===== config.mk =====
export PLATFORM = sky130hd
export DESIGN_NAME = codificador
export DESIGN_NICKNAME = d
export VERILOG_FILES = /design/src/rtl/planta_pkg.sv /design/src/rtl/codificador.sv
export SDC_FILE = /design/constraint.sdc
export NUM_CORES = 1
export LEC_CHECK = 0
export BUFFER_PORTS_ARGS = -buffer_cell sky130_fd_sc_hd__buf_4
export CAP_MARGIN = 20
export CORE_UTILIZATION = 53
export CTS_BUF_LIST = sky130_fd_sc_hd__clkbuf_2 sky130_fd_sc_hd__clkbuf_4 sky130_fd_sc_hd__clkbuf_8
export DETAILED_ROUTE_END_ITERATION = 6
export PLACE_DENSITY = 0.84
export SLEW_MARGIN = 20
export SYNTH_ARGS = -nofsm -noshare
export SYNTH_HDL_FRONTEND = slang
export SYNTH_SLANG_ARGS = --single-unit

===== constraint.sdc =====
create_clock -name clk -period 5.6 [get_ports clk]
set_input_delay 0.56 -clock clk [delete_from_list [all_inputs] [get_ports clk]]
set_output_delay 0.56 -clock clk [all_outputs]
set_load 0.1 [all_outputs]

===== src/rtl/planta_pkg.sv =====
// rtl/planta_pkg.sv - shared states, ASCII constants and BCD helpers for the plant-controller serial link
package planta_pkg;

    typedef enum logic [2:0] {
        REPOSO,
        ESPERA_LIBRE,
        INICIO,
        ESPERA_ACK,
        ESPERA_FIN
    } estado_t;

    localparam logic [7:0] ASCII_CERO    = 8'h30;
    localparam logic [7:0] ASCII_ERR     = 8'h3F;
    localparam logic [7:0] ASCII_CR      = 8'h0D;
    localparam logic [7:0] ASCII_LF      = 8'h0A;
    localparam int         DIGITOS_TRAMA = 8;

    // Digits 0-9 become '0'..'9'; anything else is flagged on the wire as '?'
    function automatic logic [7:0] bcd_a_ascii(input logic [3:0] n);
        logic [7:0] r;
        if (n > 4'd9) begin
            r = ASCII_ERR;
        end else begin
            r = ASCII_CERO + {4'd0, n};
        end
        return r;
    endfunction

    // True when any of the eight nibbles of a record is not a valid BCD digit
    function automatic logic hay_error_bcd(input logic [31:0] r);
        logic e;
        e = 1'b0;
        for (int i = 0; i < DIGITOS_TRAMA; i++) begin
            if (r[4*i +: 4] > 4'd9) begin
                e = 1'b1;
            end
        end
        return e;
    endfunction

endpackage


===== src/rtl/codificador.sv =====
// rtl/codificador.sv - frames a humidity/time/plant-type record as ASCII digits for the UART transmitter
module codificador
    import planta_pkg::*;
#(
    parameter bit FIN_LINEA = 1'b1
) (
    input  logic        clk,
    input  logic        rst,
    input  logic        enviar,
    input  logic [11:0] humedad,
    input  logic [15:0] hora,
    input  logic [3:0]  tipoPlanta,
    input  logic        ocupado_tx,
    output logic [7:0]  dato_tx,
    output logic        iniciar_tx,
    output logic        ocupado,
    output logic        terminado,
    output logic        error_bcd
);

    // Index of the final byte: the digits, plus CR LF when line endings are enabled
    localparam logic [3:0] ULTIMO = 4'(DIGITOS_TRAMA - 1 + (FIN_LINEA ? 2 : 0));

    estado_t     estado;
    logic [3:0]  indice;
    logic [31:0] sombra;
    logic [31:0] registro;
    logic [3:0]  nibble;
    logic [7:0]  byte_sel;

    assign registro = {humedad, hora, tipoPlanta};

    // Byte selector: digits come from the held record most-significant nibble first, then CR LF
    always_comb begin
        nibble   = 4'd0;
        byte_sel = 8'h00;
        case (indice)
            4'd0:    nibble = sombra[31:28];
            4'd1:    nibble = sombra[27:24];
            4'd2:    nibble = sombra[23:20];
            4'd3:    nibble = sombra[19:16];
            4'd4:    nibble = sombra[15:12];
            4'd5:    nibble = sombra[11:8];
            4'd6:    nibble = sombra[7:4];
            4'd7:    nibble = sombra[3:0];
            default: nibble = 4'd0;
        endcase
        if (indice == 4'd8) begin
            byte_sel = ASCII_CR;
        end else if (indice == 4'd9) begin
            byte_sel = ASCII_LF;
        end else begin
            byte_sel = bcd_a_ascii(nibble);
        end
    end

    // Frame sequencer: per byte wait for tx idle, load data, strobe, see busy rise, see busy fall
    always_ff @(posedge clk or posedge rst) begin
        if (rst) begin
            estado     <= REPOSO;
            indice     <= 4'd0;
            sombra     <= 32'd0;
            dato_tx    <= 8'h00;
            iniciar_tx <= 1'b0;
            ocupado    <= 1'b0;
            terminado  <= 1'b0;
            error_bcd  <= 1'b0;
        end else begin
            iniciar_tx <= 1'b0;
            terminado  <= 1'b0;
            case (estado)
                REPOSO: begin
                    // A request coinciding with the end pulse belongs to the old frame and is dropped
                    if (enviar && !terminado) begin
                        sombra    <= registro;
                        indice    <= 4'd0;
                        error_bcd <= hay_error_bcd(registro);
                        ocupado   <= 1'b1;
                        estado    <= ESPERA_LIBRE;
                    end
                end
                ESPERA_LIBRE: begin
                    if (!ocupado_tx) begin
                        dato_tx <= byte_sel;
                        estado  <= INICIO;
                    end
                end
                INICIO: begin
                    iniciar_tx <= 1'b1;
                    estado     <= ESPERA_ACK;
                end
                ESPERA_ACK: begin
                    // No timeout: a slow tx is simply waited for, never re-strobed
                    if (ocupado_tx) begin
                        estado <= ESPERA_FIN;
                    end
                end
                ESPERA_FIN: begin
                    if (!ocupado_tx) begin
                        if (indice == ULTIMO) begin
                            terminado <= 1'b1;
                            ocupado   <= 1'b0;
                            estado    <= REPOSO;
                        end else begin
                            indice <= indice + 4'd1;
                            estado <= ESPERA_LIBRE;
                        end
                    end
                end
                default: estado <= REPOSO;
            endcase
        end
    end

endmodule

==> results.cfg, run 1 <==
[clock_tree]
clk_pin_slew_ns = 0.09
htree_levels = 2
clockBufferDepth = 2
holdBufCountCts = 0
postCtsSetupRepairBufs = 0
clk_latency_ns = 0.31
clockRootBuffer = clkbuf_8
cts_tree = yes
clock_sinks = 48
numCtsBuffers = 5
cts_resized = 0

[synthesis]
syn_inst = 194
yosys_most_used_dff = dfrtp_1
synth_commonest_cells = 48 x dfrtp_1, 27 x mux2_1, 13 x o21ai_0
synth_largest_area_cell = dfrtp_1
synthTopCellsByArea = dfrtp_1 52%, mux2_1 13%, mux2_2 2.9%, o21ai_0 2.8%, buf_4 2.3%
yosysMostFrequentCell = dfrtp_1
yosys_register_bits = 48
synth_edf_count = 0
syn-cell-area_mm2 = 0.00232
yosys_warnings = 0
ys_seq_area_share_pct = 51.8
yosysTopAreaCellShare_pct = 51.8
avgSynthCellArea_um2 = 12.0
ys_types = 45
postSynth.asyncResetShare_pct = 100

[pwr]
ir_drop_uv = 277
clkPwrFrac_pct = 15.8
p_int_uw = 904
seqPwrFrac_pct = 38.9
sw_frac_of_total_pct = 43.4
power.share.combinational_pct = 45.3
power.total_mw = 1.60
switchingPower_uw = 694
p_leak_nw = 1.21
powerDensity_mw_per_mm2 = 580

[layout]
nets = 274
drive_above_1_share_pct = 28.1
final_cells = 285
num_antenna_cells = 0
synthToLayoutAreaGrowth_pct = 18.8
multiInputGateArea_mm2 = 0.00101
regArea_mm2 = 0.00120
nFillCells = 322

[die]
ios = 48
dieHeight_um = 68.1
rows = 23
fp.coreArea_mm2 = 0.00409
dieArea_mm2 = 0.00464
start_util_pct = 56.7
floorplan.die.width_um = 68.1

[worst_setup_path]
cp.required_ns = 5.83
r2r_setup_slack_ns = 3.43
criticalPathCategory = reg -> reg
rr_worst_depth = 7
r2r-end = dato_tx[1]
startpoint_type = flip-flop
cp-end-kind = flip-flop
critPathArrivalTime_ns = 2.40
crit_fanout = 8
regToRegStartpoint = indice[0]

[global_route]
grt_pass1_wl_mm = 7.52
grt_max_degree = 49
antenna_found_initial = 0
grt.total_usage_pct = 22.9
grt_overflow = 0
grt_pass1_vias = 1613

[route]
wl_per_cell_um = 16.3
dr.pass1.iters = 4
antenna_left = 0
vias_per_cell = 5.94
finalWirelength_mm = 4.63
route.detailed.drc = 0
dr.first_iter.drc_count = 130
vias = 1693

[placement]
port_buffers = 45
post-place-ws_ns = 3.42
gp_congestion = 0.788
dpl.hpwl_mm = 3.31
dp.cells = 277

[sta]
tightest_slew_ns = 0.809
setup_violations = 0
worst_slack_ns = 3.43
period_minus_slack_ns = 2.17
hold_viol = 0
final.setup_skew_ns = 0.00796
fin_tns_setup_ns = 0
period_share_pct = 38.7
drv_slew = 0
relSlewSlack_pct = 45.9
clock.fmax_mhz = 461
rsz0062_at_grt = false

[hold_path]
hold_class = in -> async

[status]
status = complete, no violations

[job]
cap_viol_max_count = 0
-- cells in the final DEF (no fill, tap or decap), drive strengths merged, types with 5 or more instances in the layout --
master | Yosys | routed
a21oi | 5 | 5
clkbuf | 1 | 5
o21ai | 15 | 15
nor2 | 9 | 9
a22o | 6 | 6
buf | 12 | 45
dfrtp | 48 | 48
mux2 | 33 | 33
nand2 | 10 | 10
a22oi | 6 | 6
inv | 7 | 6
-- worst max-delay path, cell delays in order, from the launching register on --
cell and delay, ns:
dfrtp_1 0.45, inv_1 0.11, ha_1 0.38, a22o_1 0.22, nor3_1 0.05, a311o_1 0.42, o311ai_2 0.30, o2bb2ai_1 0.15
-- power groups by stage --
stage / registers, mW / logic, mW / clock network (mW)
6_report: 0.622 / 0.723 / 0.252
5_1_grt: 0.641 / 0.778 / 0.270
4_1_cts: 0.622 / 0.727 / 0.255
3_5_place_dp: 0.628 / 0.724 / 0
3_3_place_gp: 0.618 / 0.705 / 0
2_1_floorplan: 0.796 / 0.395 / 0
-- registers in the layout, summed over array words and instances (netlist names) --
register    flops
terminado       1
indice          4
ocupado         1
iniciar_tx      1
estado          3
error_bcd       1
sombra         32
dato_tx         5
-- per-stage QoR --
stage          hold slack [ns]  util (%)  instance area [um^2]
6_report                 0.374      67.4                  2750
5_1_grt                  0.442      67.4                  2750
4_1_cts                  0.456      67.4                  2750
3_5_place_dp             0.481      64.6                  2640
3_3_place_gp             0.474      64.6                  2640
2_1_floorplan            0.459         -                  2320
-- how the worst max path moves through the flow --
stage	startpoint	end	slack [ns]	cells past startpoint
2_1_floorplan	terminado	sombra[10]	3.65	4
3_3_place_gp	enviar	sombra[16]	3.48	4
3_5_place_dp	enviar	sombra[15]	3.42	4
4_1_cts	indice[0]	dato_tx[1]	3.43	7
5_1_grt	indice[0]	dato_tx[1]	3.32	7
6_report	indice[0]	dato_tx[1]	3.43	7
-- kinds of logic (layout without fill, tap and decap cells) --
kind of cell / Yosys count / count (layout) / synth area share, %
other: 1 / 2 / 0.162
DFF: 48 / 48 / 51.8
adders and majority gates: 4 / 4 / 2.16
AOI/OAI and AO/OA: 49 / 49 / 14.9
xor gates and xnor gates: 3 / 3 / 1.13
and+or+nand+nor: 36 / 36 / 9.12
muxes: 33 / 33 / 16.0
buffers and inverters: 20 / 60 / 4.64
-- per-layer routing --
metal | routed length [um] | global-route usage (%) | vias to the layer above
met4 | 114 | 10.2 | 0
met1 | 2030 | 28.7 | 838
met2 | 2250 | 37.4 | 60
met5 | 0 | 0 | -
li1 | - | - | 785
met3 | 234 | 5.50 | 10
-- cell type report --
| class | count | area share (%) |
|---|---|---|
| timing repair buffer | 45 | 12.3 |
| multi-input combinational | 127 | 36.8 |
| inverter | 7 | 1.00 |
| sequential | 48 | 43.6 |
| tap | 50 | 2.27 |
| clock buffer | 5 | 2.50 |
| clock inverter | 3 | 1.54 |
Note: power is estimated with default switching activity, not from simulation.
==> inputs of run 2 (changes only) <==
Clock period 5.6 ns to 2.05 ns, I/O delays scaled along.
==> run 2 against run 1 <==
Net effect: worst hold slack got worse by 0.26 ns; setup slack got worse by 3.3 ns; critical path type unchanged; die area unchanged.
==> results.cfg, run 2 (synthesized netlist as in run 1, its figures left out) <==
[worst_setup_path]
crit_end = dato_tx[1]
cp.required_ns = 2.28
crit_fanout = 8
path_delay_family = compound AO/OA/AOI/OAI gates
critPathBufInv = 1
cp_slowest_cell = dfrtp_2
critPathArrivalTime_ns = 2.16
path_depth = 7
rr_worst_depth = 7
r2r-end = dato_tx[1]
startpoint_type = flip-flop
worstPathCellList = inv_1, ha_1, a22o_1, nor3_1, a311o_1, o311ai_2, o2bb2ai_1
regToRegStartpoint = indice[0]
startpoint = indice[0]
critPathMaxStageDelay_ns = 0.45
r2r_setup_slack_ns = 0.12
criticalPathCategory = reg -> reg
cp-end-kind = flip-flop

[clock_tree]
cts_tree = yes
numCtsBuffers = 5
clk_pin_slew_ns = 0.09
clock_sinks = 48
clockBufferDepth = 2
clockRootBuffer = clkbuf_8
htree_levels = 2
clk_latency_ns = 0.30

[job]
cap_viol_max_count = 0

[global_route]
grt_overflow = 0
antenna_found_initial = 0
grtUsageMet3_pct = 6.50
grt_max_degree = 32
grt_pass1_vias = 1685
grt-busiest-layer = met2
grt.met2_usage_pct = 37.4
grt_util_met1_pct = 31.2
grt.total_usage_pct = 24.1
grt_pass1_wl_mm = 7.91

[sta]
setup_violations = 0
period_share_pct = 94.0
final.setup_skew_ns = 0.00462
fin_hold_ws_ns = 0.109
rsz0062_at_grt = false
drv_slew = 0
fin_tns_setup_ns = 0
tightest_slew_ns = 0.521
hold_viol = 0
relSlewSlack_pct = 65.2
period_minus_slack_ns = 1.93
clock.fmax_mhz = 519

[route]
vias_per_cell = 5.82
antenna_left = 0
wl_per_cell_um = 16.2
dr.first_iter.drc_count = 83
finalWirelength_mm = 4.74
dr.pass1.iters = 4
vias = 1700
route.detailed.drc = 0

[die]
floorplan.die.width_um = 68.1
dieHeight_um = 68.1
fp.coreArea_mm2 = 0.00409
ios = 48
dieArea_mm2 = 0.00464
start_util_pct = 56.7
rows = 23

[layout]
largest_reg_flops = 32
drive_above_1_share_pct = 31.4
regArea_mm2 = 0.00120
layout_commonest_cell = buf_4
multiInputGateArea_mm2 = 0.00102
synthToLayoutAreaGrowth_pct = 22.7
layout_common_cells = 49 x buf_4, 47 x dfrtp_1, 27 x mux2_1, 13 x o21ai_0, 9 x nand2_1
largestRegisters = sombra: 32 flops, dato_tx: 5 flops, indice: 4 flops
num_antenna_cells = 0
nFillCells = 318
nets = 281
regMostFlops = sombra

[placement]
port_buffers = 45
dpl.hpwl_mm = 3.56
gp_congestion = 0.840

[pwr]
powerDensity_mw_per_mm2 = 1580
ir_drop_uv = 1070
p_leak_nw = 1.25

[status]
status = complete, no violations

[hold_path]
hold_class = in -> reg
run 2: power by group:
part	switching [mW]	internal, mW
registers	0.332	1.39
logic	1.27	0.806
clock network	0.337	0.368
run 2: layout make-up:
type	count	share of cell area, %
clock buffer	5	2.42
tap	50	2.20
multi-input combinational	127	35.9
inverter	7	0.923
sequential	48	42.3
timing repair buffer	52	14.7
clock inverter	3	1.63
run 2: per-layer routing:
metal / up-vias / wire length, um
li1: 799 / -
met1: 832 / 2140
met2: 55 / 2240
met3: 14 / 221
met4: 0 / 145
met5: - / 0
run 2: worst min-delay path by stage:
stage	start	endpoint	slack (ns)	cells past startpoint
floorplan	ocupado_tx	terminado	0.28	1
global placement	rst	sombra[5]	0.27	2
detailed placement	rst	sombra[5]	0.28	2
CTS	hora[8]	sombra[12]	0.10	2
global route	hora[12]	sombra[16]	0.10	2
finish	hora[8]	sombra[12]	0.11	2
run 2: what timing repair did:
action | in CTS | in global routing
buffers inserted | 0 | 1
gates resized for setup | 0 | 4
endpoints found under the hold margin | 23 | 0
setup endpoints to repair | 0 | 3
hold buffers | 1 | 0
run 2: metrics by stage:
step,utilization (%),power (mW),instances,worst slack [ns],cell area (um^2)
6_report,69.6,4.51,292,0.124,2850
5_1_grt,69.6,4.77,292,0.00827,2850
4_1_cts,69.2,4.49,291,0.0424,2830
3_5_place_dp,66.2,3.78,282,0.0589,2700
3_3_place_gp,66.2,3.71,282,0.153,2700
2_1_floorplan,-,3.25,195,0.0968,2320
==> inputs of run 3 (changes only) <==
Settings changed: ABC_AREA set to 1, PLACE_DENSITY 0.84 to 0.83.
==> run 3 against run 2 <==
Net effect: the run now ends with negative hold slack left; first-iteration DRC count increased by 110%; via count increased by 29%; worst hold slack got worse by 0.12 ns; non-clock buffer count decreased by 2; sequential share of layout area decreased by 0.72 points; clock-buffer cell count increased by 2; largest power group unchanged.
==> results.cfg, run 3 <==
[global_route]
grt_pass1_wl_mm = 9.34
antenna_found_initial = 0
grt_overflow = 0
grt_max_degree = 42
grt_pass1_vias = 2081
grt.total_usage_pct = 24.6

[layout]
num_antenna_cells = 0
drive_above_1_share_pct = 17.0
synthToLayoutAreaGrowth_pct = 20.1
layout_commonest_cell = nand2_1
nets = 405
regMostFlops = sombra
largestRegisters = sombra: 32 flops, dato_tx: 5 flops, indice: 4 flops
nFillCells = 365
largest_reg_flops = 32
layout_common_cells = 125 x nand2_1, 49 x buf_4, 48 x dfrtp_1, 31 x inv_1, 25 x nand3_1

[clock_tree]
postCtsSetupRepairBufs = 0
numCtsBuffers = 5
cts_tree = yes
clockBufferDepth = 2
clock_sinks = 48
clk_pin_slew_ns = 0.09
clk_latency_ns = 0.31
clockRootBuffer = clkbuf_8
htree_levels = 2

[sta]
period_share_pct = 89.8
rsz0062_at_grt = false
drv_slew = 0
setup_violations = 0
clock.fmax_mhz = 543
period_minus_slack_ns = 1.84
fin_tns_setup_ns = 0
worst_slack_ns = 0.210
tightest_slew_ns = 0.936
hold_viol = 24
relSlewSlack_pct = 37.2
fin_hold_ws_ns = -0.0119
final.setup_skew_ns = 0.00725

[worst_setup_path]
regToRegStartpoint = indice[1]
startpoint = indice[1]
critPathBufInv = 3
path_depth = 8
startpoint_type = flip-flop
critPathMaxStageDelay_ns = 0.42
cp-end-kind = flip-flop
r2r-end = indice[1]
criticalPathCategory = reg -> reg
cp_slowest_cell = dfrtp_1
crit_fanout = 7
cp.required_ns = 2.27
rr_worst_depth = 8
worstPathCellList = inv_1, ha_1, inv_1, nor3_1, inv_1, nor2_1, nor2_2, o21ai_0
r2r_setup_slack_ns = 0.21
path_delay_family = simple AND/OR/NAND/NOR gates
critPathArrivalTime_ns = 2.06
crit_top_cell = inv_1

[pwr]
p_leak_nw = 1.58
powerDensity_mw_per_mm2 = 1440
ir_drop_uv = 599

[route]
wl_per_cell_um = 12.7
dr.first_iter.drc_count = 176
route.detailed.drc = 0
vias_per_cell = 5.27
finalWirelength_mm = 5.30
vias = 2198
dr.pass1.iters = 5
antenna_left = 0

[synthesis]
yosys_most_used_dff = dfrtp_1
syn-cell-area_mm2 = 0.00241
synth_commonest_cells = 125 x nand2_1, 48 x dfrtp_1, 32 x inv_1
yosys_register_bits = 48
synth_edf_count = 0
yosysTopAreaCellShare_pct = 49.9
ys_seq_area_share_pct = 49.9
postSynth.asyncResetShare_pct = 100
yosys_warnings = 0
avgSynthCellArea_um2 = 7.52
ys_types = 23
yosysMostFrequentCell = nand2_1
synth_largest_area_cell = dfrtp_1
synthTopCellsByArea = dfrtp_1 50%, nand2_1 19%, nand3_1 5.2%, inv_1 5.0%, nor2_1 3.4%
syn_inst = 320

[placement]
post-place-ws_ns = 0.146
port_buffers = 45
gp_congestion = 0.895
dpl.hpwl_mm = 3.97

[die]
start_util_pct = 55.3
dieHeight_um = 69.4
rows = 24
dieArea_mm2 = 0.00482
floorplan.die.width_um = 69.4
ios = 48
fp.coreArea_mm2 = 0.00435

[status]
violations = negative hold slack
status = complete, but fails checks

[job]
cap_viol_max_count = 0

[hold_path]
hold_class = in -> async
## run 3: worst max-delay path by stage
stage / end / slack, ns
final: indice[1] / 0.21
after global routing: indice[2] / 0.01
after CTS: dato_tx[1] / 0.13
after detailed placement: dato_tx[0] / 0.15
after global placement: indice[0] / 0.28
after floorplan: indice[0] / 0.36
## run 3: final cells by class
class                      instances  area, um^2  area share [%]
inverter                          33         124            4.28
tap                               52        65.1            2.25
timing repair buffer              50         388            13.4
multi-input combinational        227        1020            35.2
clock buffer                       7        96.3            3.33
sequential                        48        1200            41.5
## run 3: kinds of logic (layout without fill, tap and decap cells)
family	after synthesis	count (layout)	share of synthesized area, %
other	1	2	0.156
XOR/XNOR	1	1	0.364
adder cells (fa/ha/maj)	4	4	2.08
AO/OA/AOI/OAI	33	33	7.17
buffers and inverters	46	90	8.11
flip-flops	48	48	49.9
AND/OR/NAND/NOR	187	187	32.2
## run 3: what timing repair did
action | CTS | global route
resized for setup | 0 | 1
endpoints found under the setup margin | 0 | 3
hold buffers | 0 | 0
## run 3: per-layer routing
layer,track usage [%],share of wire (%),wire (um),vias to the layer above
met1,32.0,43,2300,1013
met2,39.5,47,2500,82
li1,-,-,-,1091
met5,0,0,0,-
met4,10.9,2.7,142,0
met3,5.52,6.6,347,12
## run 3: power breakdown
group	internal (mW)	total [mW]	leakage, nW	switching [mW]
combinational	0.545	1.94	0.927	1.40
clock	0.301	0.616	0.0503	0.315
sequential	1.36	1.62	0.600	0.262
## run 3: per-stage QoR
stage / util (%) / std cells / instance area, um^2 / hold WS (ns) / power, mW
after floorplan: - / 321 / 2410 / 0.278 / 3.11
after global placement: 64.1 / 410 / 2790 / 0.323 / 3.52
after detailed placement: 64.1 / 410 / 2790 / 0.344 / 3.58
after CTS: 66.4 / 417 / 2890 / 0.00800 / 4.19
after global routing: 66.4 / 417 / 2890 / 0.0452 / 4.48
final: 66.4 / 417 / 2890 / -0.0119 / 4.18
